`config.mk`:
```
export PLATFORM = sky130hd
export DESIGN_NAME = stats_record_multi
export DESIGN_NICKNAME = d
export VERILOG_FILES = /design/src/rtl/stats_record_pkg.sv /design/src/rtl/stats_cntr.sv /design/src/rtl/stats_record_multi.sv
export SDC_FILE = /design/constraint.sdc
export NUM_CORES = 1
export LEC_CHECK = 0
export ABC_AREA = 0
export BUFFER_PORTS_ARGS = -buffer_cell sky130_fd_sc_hd__buf_2
export CORE_MARGIN = 2
export CORE_UTILIZATION = 45
export DETAILED_ROUTE_END_ITERATION = 10
export PLACE_DENSITY = 0.62
export REMOVE_ABC_BUFFERS = 1
export SYNTH_ARGS = -nofsm -noshare
export SYNTH_HDL_FRONTEND = slang
export SYNTH_SLANG_ARGS = --single-unit
export TNS_END_PERCENT = 10
```
`constraint.sdc`:
```
create_clock -name clk -period 5.4 [get_ports clk]
set_input_delay 0.27 -clock clk [delete_from_list [all_inputs] [get_ports clk]]
set_output_delay 0.27 -clock clk [all_outputs]
set_load 0.01 [all_outputs]
```
`src/rtl/stats_record_pkg.sv`:
```
// Shared types and constants for the periodic statistics recorder.
`ifndef NOC_DATA_BYTES_W
`define NOC_DATA_BYTES_W 4
`endif

package stats_record_pkg;

  // Width of the dropped-snapshot counter presented with every snapshot.
  localparam int DROPS_W = 16;

  // IDLE: no snapshot held. PEND: snapshot held and offered to the log sink.
  typedef enum logic [0:0] {
    IDLE = 1'b0,
    PEND = 1'b1
  } rec_state_e;

  // Increment the drop count, sticking at all-ones instead of wrapping.
  function automatic logic [DROPS_W-1:0] drops_incr_sat(input logic [DROPS_W-1:0] drops);
    logic [DROPS_W-1:0] result;
    if (drops == {DROPS_W{1'b1}}) begin
      result = drops;
    end else begin
      result = drops + DROPS_W'(1'b1);
    end
    return result;
  endfunction

endpackage

```
`src/rtl/stats_cntr.sv`:
```
// One event counter channel: accumulates a per-cycle amount with wrap or
// saturate behaviour, and optionally restarts from the current amount on a
// record tick so interval deltas lose or double-count nothing.
module stats_cntr #(
  parameter int INCR_W          = 5,
  parameter int CNTR_W          = 64,
  parameter bit SATURATE        = 1'b0,
  parameter bit CLEAR_ON_RECORD = 1'b0
) (
  input  logic              clk,
  input  logic              rst_n,
  input  logic              incr_val,
  input  logic [INCR_W-1:0] incr_amt,
  input  logic              tick,
  output logic [CNTR_W-1:0] cnt
);

  logic [CNTR_W-1:0] cnt_r;
  logic [CNTR_W-1:0] cnt_s;
  logic [CNTR_W-1:0] amt_ext_s;
  logic [CNTR_W:0]   sum_s;

  assign amt_ext_s = CNTR_W'(incr_amt);
  assign sum_s     = {1'b0, cnt_r} + {1'b0, amt_ext_s};
  assign cnt       = cnt_r;

  // Next counter value: restart on tick in delta mode, else add with wrap/clamp.
  always_comb begin
    cnt_s = cnt_r;
    if (tick && CLEAR_ON_RECORD) begin
      // The tick-cycle increment belongs to the new interval.
      if (incr_val) begin
        cnt_s = amt_ext_s;
      end else begin
        cnt_s = {CNTR_W{1'b0}};
      end
    end else if (incr_val) begin
      if (SATURATE && sum_s[CNTR_W]) begin
        cnt_s = {CNTR_W{1'b1}};
      end else begin
        cnt_s = sum_s[CNTR_W-1:0];
      end
    end else begin
      cnt_s = cnt_r;
    end
  end

  // Counter register.
  always_ff @(posedge clk or negedge rst_n) begin
    if (!rst_n) begin
      cnt_r <= {CNTR_W{1'b0}};
    end else begin
      cnt_r <= cnt_s;
    end
  end

endmodule

```
`src/rtl/stats_record_multi.sv`:
```
// Periodic statistics recorder: a free-running timestamp and NUM_CNTRS event
// counters are snapshotted every RECORD_PERIOD cycles while record_en is high
// and offered to a log sink over a valid/ready handshake. Snapshots that
// arrive while the previous one is still waiting are dropped and counted.
// rst_n is expected to be released synchronously to clk by the reset
// controller, so the first timestamp increment lands on the first edge after
// release.
module stats_record_multi
  import stats_record_pkg::*;
#(
  parameter int NUM_CNTRS       = 2,
  parameter int INCR_W          = `NOC_DATA_BYTES_W + 1,
  parameter int CNTR_W          = 64,
  parameter int TIMESTAMP_W     = 64,
  parameter int RECORD_PERIOD   = 1024,
  parameter bit CLEAR_ON_RECORD = 1'b0,
  parameter bit SATURATE        = 1'b0
) (
  input  logic                        clk,
  input  logic                        rst_n,
  input  logic                        record_en,
  input  logic [NUM_CNTRS-1:0]        cntr_incr_val,
  input  logic [NUM_CNTRS*INCR_W-1:0] cntr_incr_amt,
  output logic                        log_wr_req_val,
  input  logic                        log_wr_req_rdy,
  output logic [TIMESTAMP_W-1:0]      log_wr_req_timestamp,
  output logic [NUM_CNTRS*CNTR_W-1:0] log_wr_req_cntrs,
  output logic [DROPS_W-1:0]          log_wr_req_drops
);

  localparam int                  PERIOD_W    = $clog2(RECORD_PERIOD);
  localparam logic [PERIOD_W-1:0] PERIOD_LAST = PERIOD_W'(RECORD_PERIOD - 1);

  logic [TIMESTAMP_W-1:0]      timestamp_r;
  logic [PERIOD_W-1:0]         period_r;
  logic                        tick_s;
  logic [NUM_CNTRS*CNTR_W-1:0] cnt_s;

  rec_state_e                  state_r;
  rec_state_e                  state_s;
  logic                        capture_s;
  logic                        val_r;
  logic                        val_s;
  logic [DROPS_W-1:0]          drops_r;
  logic [DROPS_W-1:0]          drops_s;
  logic [TIMESTAMP_W-1:0]      snap_ts_r;
  logic [NUM_CNTRS*CNTR_W-1:0] snap_cntrs_r;

  // Tick on the last cycle of each period; never while recording is off.
  assign tick_s = record_en && (period_r == PERIOD_LAST);

  // Free-running timestamp, independent of record_en.
  always_ff @(posedge clk or negedge rst_n) begin
    if (!rst_n) begin
      timestamp_r <= {TIMESTAMP_W{1'b0}};
    end else begin
      timestamp_r <= timestamp_r + TIMESTAMP_W'(1'b1);
    end
  end

  // Period counter: held at zero while disabled so a re-enable starts a full period.
  always_ff @(posedge clk or negedge rst_n) begin
    if (!rst_n) begin
      period_r <= {PERIOD_W{1'b0}};
    end else if (!record_en) begin
      period_r <= {PERIOD_W{1'b0}};
    end else if (period_r == PERIOD_LAST) begin
      period_r <= {PERIOD_W{1'b0}};
    end else begin
      period_r <= period_r + PERIOD_W'(1'b1);
    end
  end

  // Counter channels; delta-mode clearing follows every tick, dropped or not.
  for (genvar gi = 0; gi < NUM_CNTRS; gi++) begin : g_cntr
    stats_cntr #(
      .INCR_W          (INCR_W),
      .CNTR_W          (CNTR_W),
      .SATURATE        (SATURATE),
      .CLEAR_ON_RECORD (CLEAR_ON_RECORD)
    ) u_cntr (
      .clk      (clk),
      .rst_n    (rst_n),
      .incr_val (cntr_incr_val[gi]),
      .incr_amt (cntr_incr_amt[gi*INCR_W +: INCR_W]),
      .tick     (tick_s),
      .cnt      (cnt_s[gi*CNTR_W +: CNTR_W])
    );
  end

  // Handshake FSM: decides capture, drop accounting and the next valid state.
  always_comb begin
    state_s   = state_r;
    capture_s = 1'b0;
    val_s     = val_r;
    drops_s   = drops_r;
    case (state_r)
      IDLE: begin
        if (tick_s) begin
          // Drops are already zero here unless the sink never drained them.
          capture_s = 1'b1;
          drops_s   = drops_r;
          state_s   = PEND;
          val_s     = 1'b1;
        end else begin
          state_s = IDLE;
          val_s   = 1'b0;
        end
      end
      PEND: begin
        if (log_wr_req_rdy) begin
          drops_s = {DROPS_W{1'b0}};
          if (tick_s) begin
            // Old snapshot leaves this cycle, new one replaces it.
            capture_s = 1'b1;
            state_s   = PEND;
            val_s     = 1'b1;
          end else begin
            state_s = IDLE;
            val_s   = 1'b0;
          end
        end else begin
          state_s = PEND;
          val_s   = 1'b1;
          if (tick_s) begin
            drops_s = drops_incr_sat(drops_r);
          end else begin
            drops_s = drops_r;
          end
        end
      end
      default: begin
        state_s = IDLE;
        val_s   = 1'b0;
        drops_s = {DROPS_W{1'b0}};
      end
    endcase
  end

  // FSM state, valid and drop-count registers.
  always_ff @(posedge clk or negedge rst_n) begin
    if (!rst_n) begin
      state_r <= IDLE;
      val_r   <= 1'b0;
      drops_r <= {DROPS_W{1'b0}};
    end else begin
      state_r <= state_s;
      val_r   <= val_s;
      drops_r <= drops_s;
    end
  end

  // Snapshot registers: load pre-update timestamp and counters on capture only.
  always_ff @(posedge clk or negedge rst_n) begin
    if (!rst_n) begin
      snap_ts_r    <= {TIMESTAMP_W{1'b0}};
      snap_cntrs_r <= {(NUM_CNTRS*CNTR_W){1'b0}};
    end else if (capture_s) begin
      snap_ts_r    <= timestamp_r;
      snap_cntrs_r <= cnt_s;
    end else begin
      snap_ts_r    <= snap_ts_r;
      snap_cntrs_r <= snap_cntrs_r;
    end
  end

  assign log_wr_req_val       = val_r;
  assign log_wr_req_timestamp = snap_ts_r;
  assign log_wr_req_cntrs     = snap_cntrs_r;
  assign log_wr_req_drops     = drops_r;

endmodule

```
# After elaboration in Yosys (flattened, before gate mapping)
# Index checks and enable logic that the tools add are counted.
[op_classes]
add_sub_neg = 5
n_mul = 0
div = 0
n_lt_le_gt_ge = 0
eq_ne = 4
shift = 0
n_mux = 11
n_bitwise = 1
reduce_logical = 2
[ops]
columns = ["cell", "count"]
rows = [
  ["$add 64x5->64", 2],
  ["$add 64x1->64 const B", 1],
  ["$mux 16", 4],
  ["$mux 10", 2],
  ["$add 16x1->16 const B", 1],
  ["$eq 16x16->1 const B", 1],
  ["$add 10x1->10 const B", 1],
  ["$eq 10x10->1 const B", 1],
  ["$pmux 1 s2", 2],
  ["$mux 1", 3],
  ["$ne 3x2->1 const B", 1],
  ["$ne 3x3->1 const B", 1],
  ["$reduce_and 3->1", 1],
  ["$logic_and 1x1->1", 1],
  ["$not 1->1", 1],
]
[totals]
register_bits = 411
latchBits = 0
ram_bits = 0
romBits = 0
input_bits = 16
mem_count = 0

# Logic depth before layout (Yosys ltp)
[depth]
depth_word = 5
mapped_depth = 8
mapped_depth_nobuf = 7

# Modules after synthesis
# From an unflattened synthesis, not the netlist that was laid out.
[unflattened]
cells_unflattened = 1398
area_unflattened_um2 = 18510.3
[modules_own_cells]
columns = ["module", "instances", "cells_per_inst", "area_per_inst_um2", "seq_area_each_um2"]
rows = [
  ["stats_record_multi", 1, 818, 12251.8, 7081.8],
  ["stats_cntr", 2, 290, 3129.3, 1601.5],
]

# Worst setup path after synthesis
# Ideal clock, no wire load.
[synth_path]
path_type = "reg2reg"
from = "register g_cntr[0].u_cntr.cnt_r[1]"
to = "register g_cntr[0].u_cntr.cnt_r[37]"
setup_time_ps = 132
arrival_ps = 2071
path_slack_ps = 3197
stages_incl_launch_ff = 8
path_buffers = 1
cell_sequence = "dfrtp_1 ha_1 a211o_1 a211o_1 o2111ai_1 clkbuf_1 nor3_1 xor2_1"
[synth_via]
elab_chain_len = 1
[synth_lines]
columns = ["item", "line_no", "text"]
rows = [
  ["from (decl)", "stats_cntr.sv:18", "logic [CNTR_W-1:0] cnt_r;"],
  ["from (signal assigned)", "stats_cntr.sv:51", "cnt_r <= {CNTR_W{1'b0}};"],
  ["from (signal assigned)", "stats_cntr.sv:53", "cnt_r <= cnt_s;"],
  ["$add 64x5->64", "stats_cntr.sv:24", "assign sum_s = {1'b0, cnt_r} + {1'b0, amt_ext_s};"],
]
# No other way between the ends.
# A chain may end at the register's enable or synchronous reset.

# Worst setup path after layout
[layout_path]
from = "register period_r[0]"
to = "register snap_cntrs_r[32] (netlist: log_wr_req_cntrs[32])"
[layout_via]
elab_chain_len = 5
[layout_lines]
columns = ["item", "line_no", "text"]
rows = [
  ["from (decl)", "stats_record_multi.sv:35", "logic [PERIOD_W-1:0] period_r;"],
  ["from (signal assigned)", "stats_record_multi.sv:64", "period_r <= {PERIOD_W{1'b0}};"],
  ["from (signal assigned)", "stats_record_multi.sv:66", "period_r <= {PERIOD_W{1'b0}};"],
  ["from (signal assigned)", "stats_record_multi.sv:68", "period_r <= {PERIOD_W{1'b0}};"],
  ["$eq 10x10->1 (*)", "stats_record_multi.sv:50", "assign tick_s = record_en && (period_r == PERIOD_LAST);"],
  ["$logic_and 1x1->1 (*)", "stats_record_multi.sv:50", ""],
  ["$mux 1 (*)", "stats_record_multi.sv:99, stats_record_multi.sv:113", ""],
  ["$mux 1", "stats_record_multi.sv:111", "if (log_wr_req_rdy) begin"],
  ["$pmux 1 s2 (*)", "stats_record_multi.sv:97", "case (state_r)"],
  ["to (signal assigned)", "stats_record_multi.sv:157", "snap_cntrs_r <= {(NUM_CNTRS*CNTR_W){1'b0}};"],
  ["to (signal assigned)", "stats_record_multi.sv:160", "snap_cntrs_r <= cnt_s;"],
  ["to (signal assigned)", "stats_record_multi.sv:163", "snap_cntrs_r <= snap_cntrs_r;"],
  ["to (decl)", "stats_record_multi.sv:47", "logic [NUM_CNTRS*CNTR_W-1:0] snap_cntrs_r;"],
]
# Mark *: on every way between the ends. The rest lies on a longest branch, timed or not.

==> flow_metrics.env <==
export IMPL_post_synthesis_mean_instance_area_um2=12.4
export IMPL_cp_required_ns=5.84
export IMPL_worst_pin_slew_ns=1.03
export IMPL_setup_worst_path_class="register to register"
export IMPL_worstSkewPairLatency_ns=0.56
export IMPL_crit_arrival_ns=3.19
export IMPL_detail_route_iter0_violations=586
export IMPL_max_clock_freq_ghz=0.365
export IMPL_critPathMaxStageDelay_ns=0.46
export IMPL_ys_top_cells_by_area="sky130_fd_sc_hd__dfrtp_1 58%, sky130_fd_sc_hd__mux2_2 13%, sky130_fd_sc_hd__xnor2_1 5.2%, sky130_fd_sc_hd__xor2_1 4.2%, sky130_fd_sc_hd__nand3_1 2.4%"
export IMPL_synth_sequential_area_ratio=0.582
export IMPL_syn_to_final_growth_pct=18.7
export IMPL_hold_worst_slack_ns=0.0424
export IMPL_portBuffers=224
export IMPL_grt_first_pass_wirelength_mm=63.4
export IMPL_setup_reg_to_reg_worst_slack_ns=2.66
export IMPL_grt_busiest_layer="met2"
export IMPL_route_detailed_drc=0
export IMPL_via_density_per_instance=5.29
export IMPL_ys_ff_latch=411
export IMPL_insertedDiodeCount=0
export IMPL_drt_wl_total_mm=37.9
export IMPL_cts_buffers_inserted=45
export IMPL_final_setup_tns_ns=0
export IMPL_rsz0062_at_grt="no"
export IMPL_globalplace_congestion=0.814
export IMPL_post_cts_setup_buffer_count=0
export IMPL_end_kind="register"
export IMPL_timing_critical_path_fanout_max=134
export IMPL_grt_util_met2=0.284
export IMPL_coreArea_um2=38700
export IMPL_synth_async_reset_ratio=1.00
export IMPL_vias=11800
export IMPL_firstDrtPassIters=5
export IMPL_maxSlewHeadroom=0.312
export IMPL_max_cap_viol_count=0
export IMPL_final_common_cell="sky130_fd_sc_hd__dfrtp_1"
export IMPL_cts_htree_levels=2
export IMPL_final_layout_size_suffix_gt1_frac=0.312
export IMPL_finalMaxSlewViolations=0
export IMPL_synth_enable_flop_cells=0
export IMPL_grt_antenna_before_repair=0
export IMPL_post_synth_inst_count=1427
export IMPL_die_height_um=202
export IMPL_total_leakage_power_uw=0.0106
export IMPL_num_io_pins=225
export IMPL_detail_placement_hpwl_mm=25.5
export IMPL_clk_path_buf_depth=3
export IMPL_crit_buf_inv=1
export IMPL_synthDominantCellAreaShare=0.582
export IMPL_hp_start="cntr_incr_val[1]"
export IMPL_cts_reportedPaths_clkPinSlew_ns=0.06
export IMPL_setup_violations=0
export IMPL_groute_layer_met3_usage=0.0435
export IMPL_cp_slowest_cell="sky130_fd_sc_hd__buf_12"
export IMPL_routedWlPerCell_um=17.0
export IMPL_die_width_um=202
export IMPL_most_common_layout_cells="411 x sky130_fd_sc_hd__dfrtp_1, 223 x sky130_fd_sc_hd__buf_2, 199 x sky130_fd_sc_hd__mux2_2, 106 x sky130_fd_sc_hd__xnor2_1, 95 x sky130_fd_sc_hd__nand2_1"
export IMPL_netlist_top_cell_by_area="sky130_fd_sc_hd__dfrtp_1"
export IMPL_critical_path_top_delay_family="simple AND/OR/NAND/NOR gates"
export IMPL_routing_usage_on_met1=0.272
export IMPL_hold_viol_final=0
export IMPL_worstSetupStartpoint="period_r[0]$_DFF_PN0_"
export IMPL_grt_pass1_vias=11800
export IMPL_clock_sinks=411
export IMPL_vdd_drop_max_v=0.000264
export IMPL_layout_core_utilization=0.542
export IMPL_yosys_most_used_dff="sky130_fd_sc_hd__dfrtp_1"
export IMPL_grt_overflow=0
export IMPL_ff2ff_path_depth=7
export IMPL_clock_skew_final_ns=0.0115
export IMPL_layout_nets=1702
export IMPL_startpoint_type="register"
export IMPL_worstSetupPathDepth=7
export IMPL_pwr_dens_nw_per_um2=332
export IMPL_dieArea_um2=40900
export IMPL_endpoint_of_the_worst_slack_reg_to_reg_timing_path="log_wr_req_cntrs[32]$_DFFE_PN0P_"
export IMPL_path_cells="ha_1, nand4_1, nor3_1, nand2_1, nor2_4, buf_12, mux2_2"
export IMPL_track_usage=0.190
export IMPL_run_status="completed"
export IMPL_yosysWarnings=0
export IMPL_synthDistinctLibCells=61
export IMPL_root_buffer="sky130_fd_sc_hd__clkbuf_16"
export IMPL_pin_count_of_the_biggest_net_entering_global_routing=145
export IMPL_final_min_clock_period_ns=2.74
export IMPL_worst_r2r_startpoint="period_r[0]$_DFF_PN0_"
export IMPL_hold_path_class="input pin to register"
export IMPL_route_antenna_remaining_nets=0
export IMPL_placementRows=72
export IMPL_syn_area_um2=17700
export IMPL_cp_endpoint="log_wr_req_cntrs[32]$_DFFE_PN0P_"
export IMPL_tritoncts="built"
export IMPL_timing_final_crit_share=0.508
export IMPL_initial_utilization=0.457
==> metal layers <==
layer,vias up,wire length (um)
met2,254,17000
met4,0,974
met5,-,0
met1,5873,17800
li1,5581,-
met3,60,2150
==> synth_stat cells (all sizes together), types with 5 or more instances <==
cell / number
a211o: 5
a21oi: 13
and2: 8
and3: 20
and4: 16
buf: 30
clkbuf: 8
dfrtp: 411
ha: 13
inv: 25
mux2: 199
nand2: 95
nand3: 85
nand4: 64
nor2: 84
nor3: 50
nor4: 32
o2111ai: 5
o211ai: 5
o21ai: 7
or2: 9
or3: 5
xnor2: 106
xor2: 84
==> worst min path at each step <==
stage,to,cells after the start
floorplan,g_cntr[0].u_cntr.cnt[0]$_DFFE_PN0P_,0
global placement,log_wr_req_timestamp[29]$_DFFE_PN0P_,1
detailed placement,log_wr_req_timestamp[28]$_DFFE_PN0P_,1
CTS,g_cntr[1].u_cntr.cnt[2]$_DFFE_PN0P_,2
global route,g_cntr[1].u_cntr.cnt[2]$_DFFE_PN0P_,2
finish,g_cntr[1].u_cntr.cnt[2]$_DFFE_PN0P_,2
==> flip-flops by register name, indices dropped and copies added (netlist names) <==
| name | flops |
|---|---|
| g_cntr.u_cntr.cnt | 128 |
| log_wr_req_cntrs | 128 |
| log_wr_req_drops | 16 |
| log_wr_req_timestamp | 64 |
| log_wr_req_val | 1 |
| period_r | 10 |
| timestamp_r | 64 |
==> stage by stage <==
stage          cell area [um^2]  setup WS (ns)  power, uW  std cells
2_1_floorplan             17500          -4.80       3630       1389
3_3_place_gp              19400           2.77       3790       2139
3_5_place_dp              19400           2.70       3800       2139
4_1_cts                   21000           2.70       7070       2224
5_1_grt                   21000           2.39       7270       2224
6_report                  21000           2.66       6970       2224
==> cell families (layout without fill, tap and decap cells) <==
family                     after synthesis  count (layout)  synth area share
AOI/OAI and AO/OA                       64              64            0.0262
xor gates and xnor gates               190             190            0.0941
adders and majority gates               15              15            0.0115
buffers and inverters                   63             342            0.0155
DFF                                    411             411             0.582
muxes                                  200             200             0.127
and+or+nand+nor                        484             484             0.144
==> where the power goes <==
| part | switching (uW) | leakage [uW] | total, uW | internal, uW |
|---|---|---|---|---|
| clock network | 1240 | 0.000777 | 3220 | 1980 |
| registers | 92.1 | 0.00561 | 3250 | 3160 |
| logic | 290 | 0.00421 | 491 | 201 |
| total | 1630 | 0.0106 | 6970 | 5340 |
==> cell type report <==
cell class              count  area [um^2]
fillers                  3406        17700
flip-flops and latches    411        10300
multi-input cells         953         7130
clock buffers              65         1350
repair buffers            235         1260
well taps                 518          648
clock inverters            17          223
inverters                  25         93.8
==> what timing repair did <==
| item | CTS | global route |
|---|---|---|
| hold endpoints to repair | 129 | 0 |
| gates resized for setup | 0 | 0 |
| hold buffers | 3 | 0 |
(Power assumes the default switching activity.)
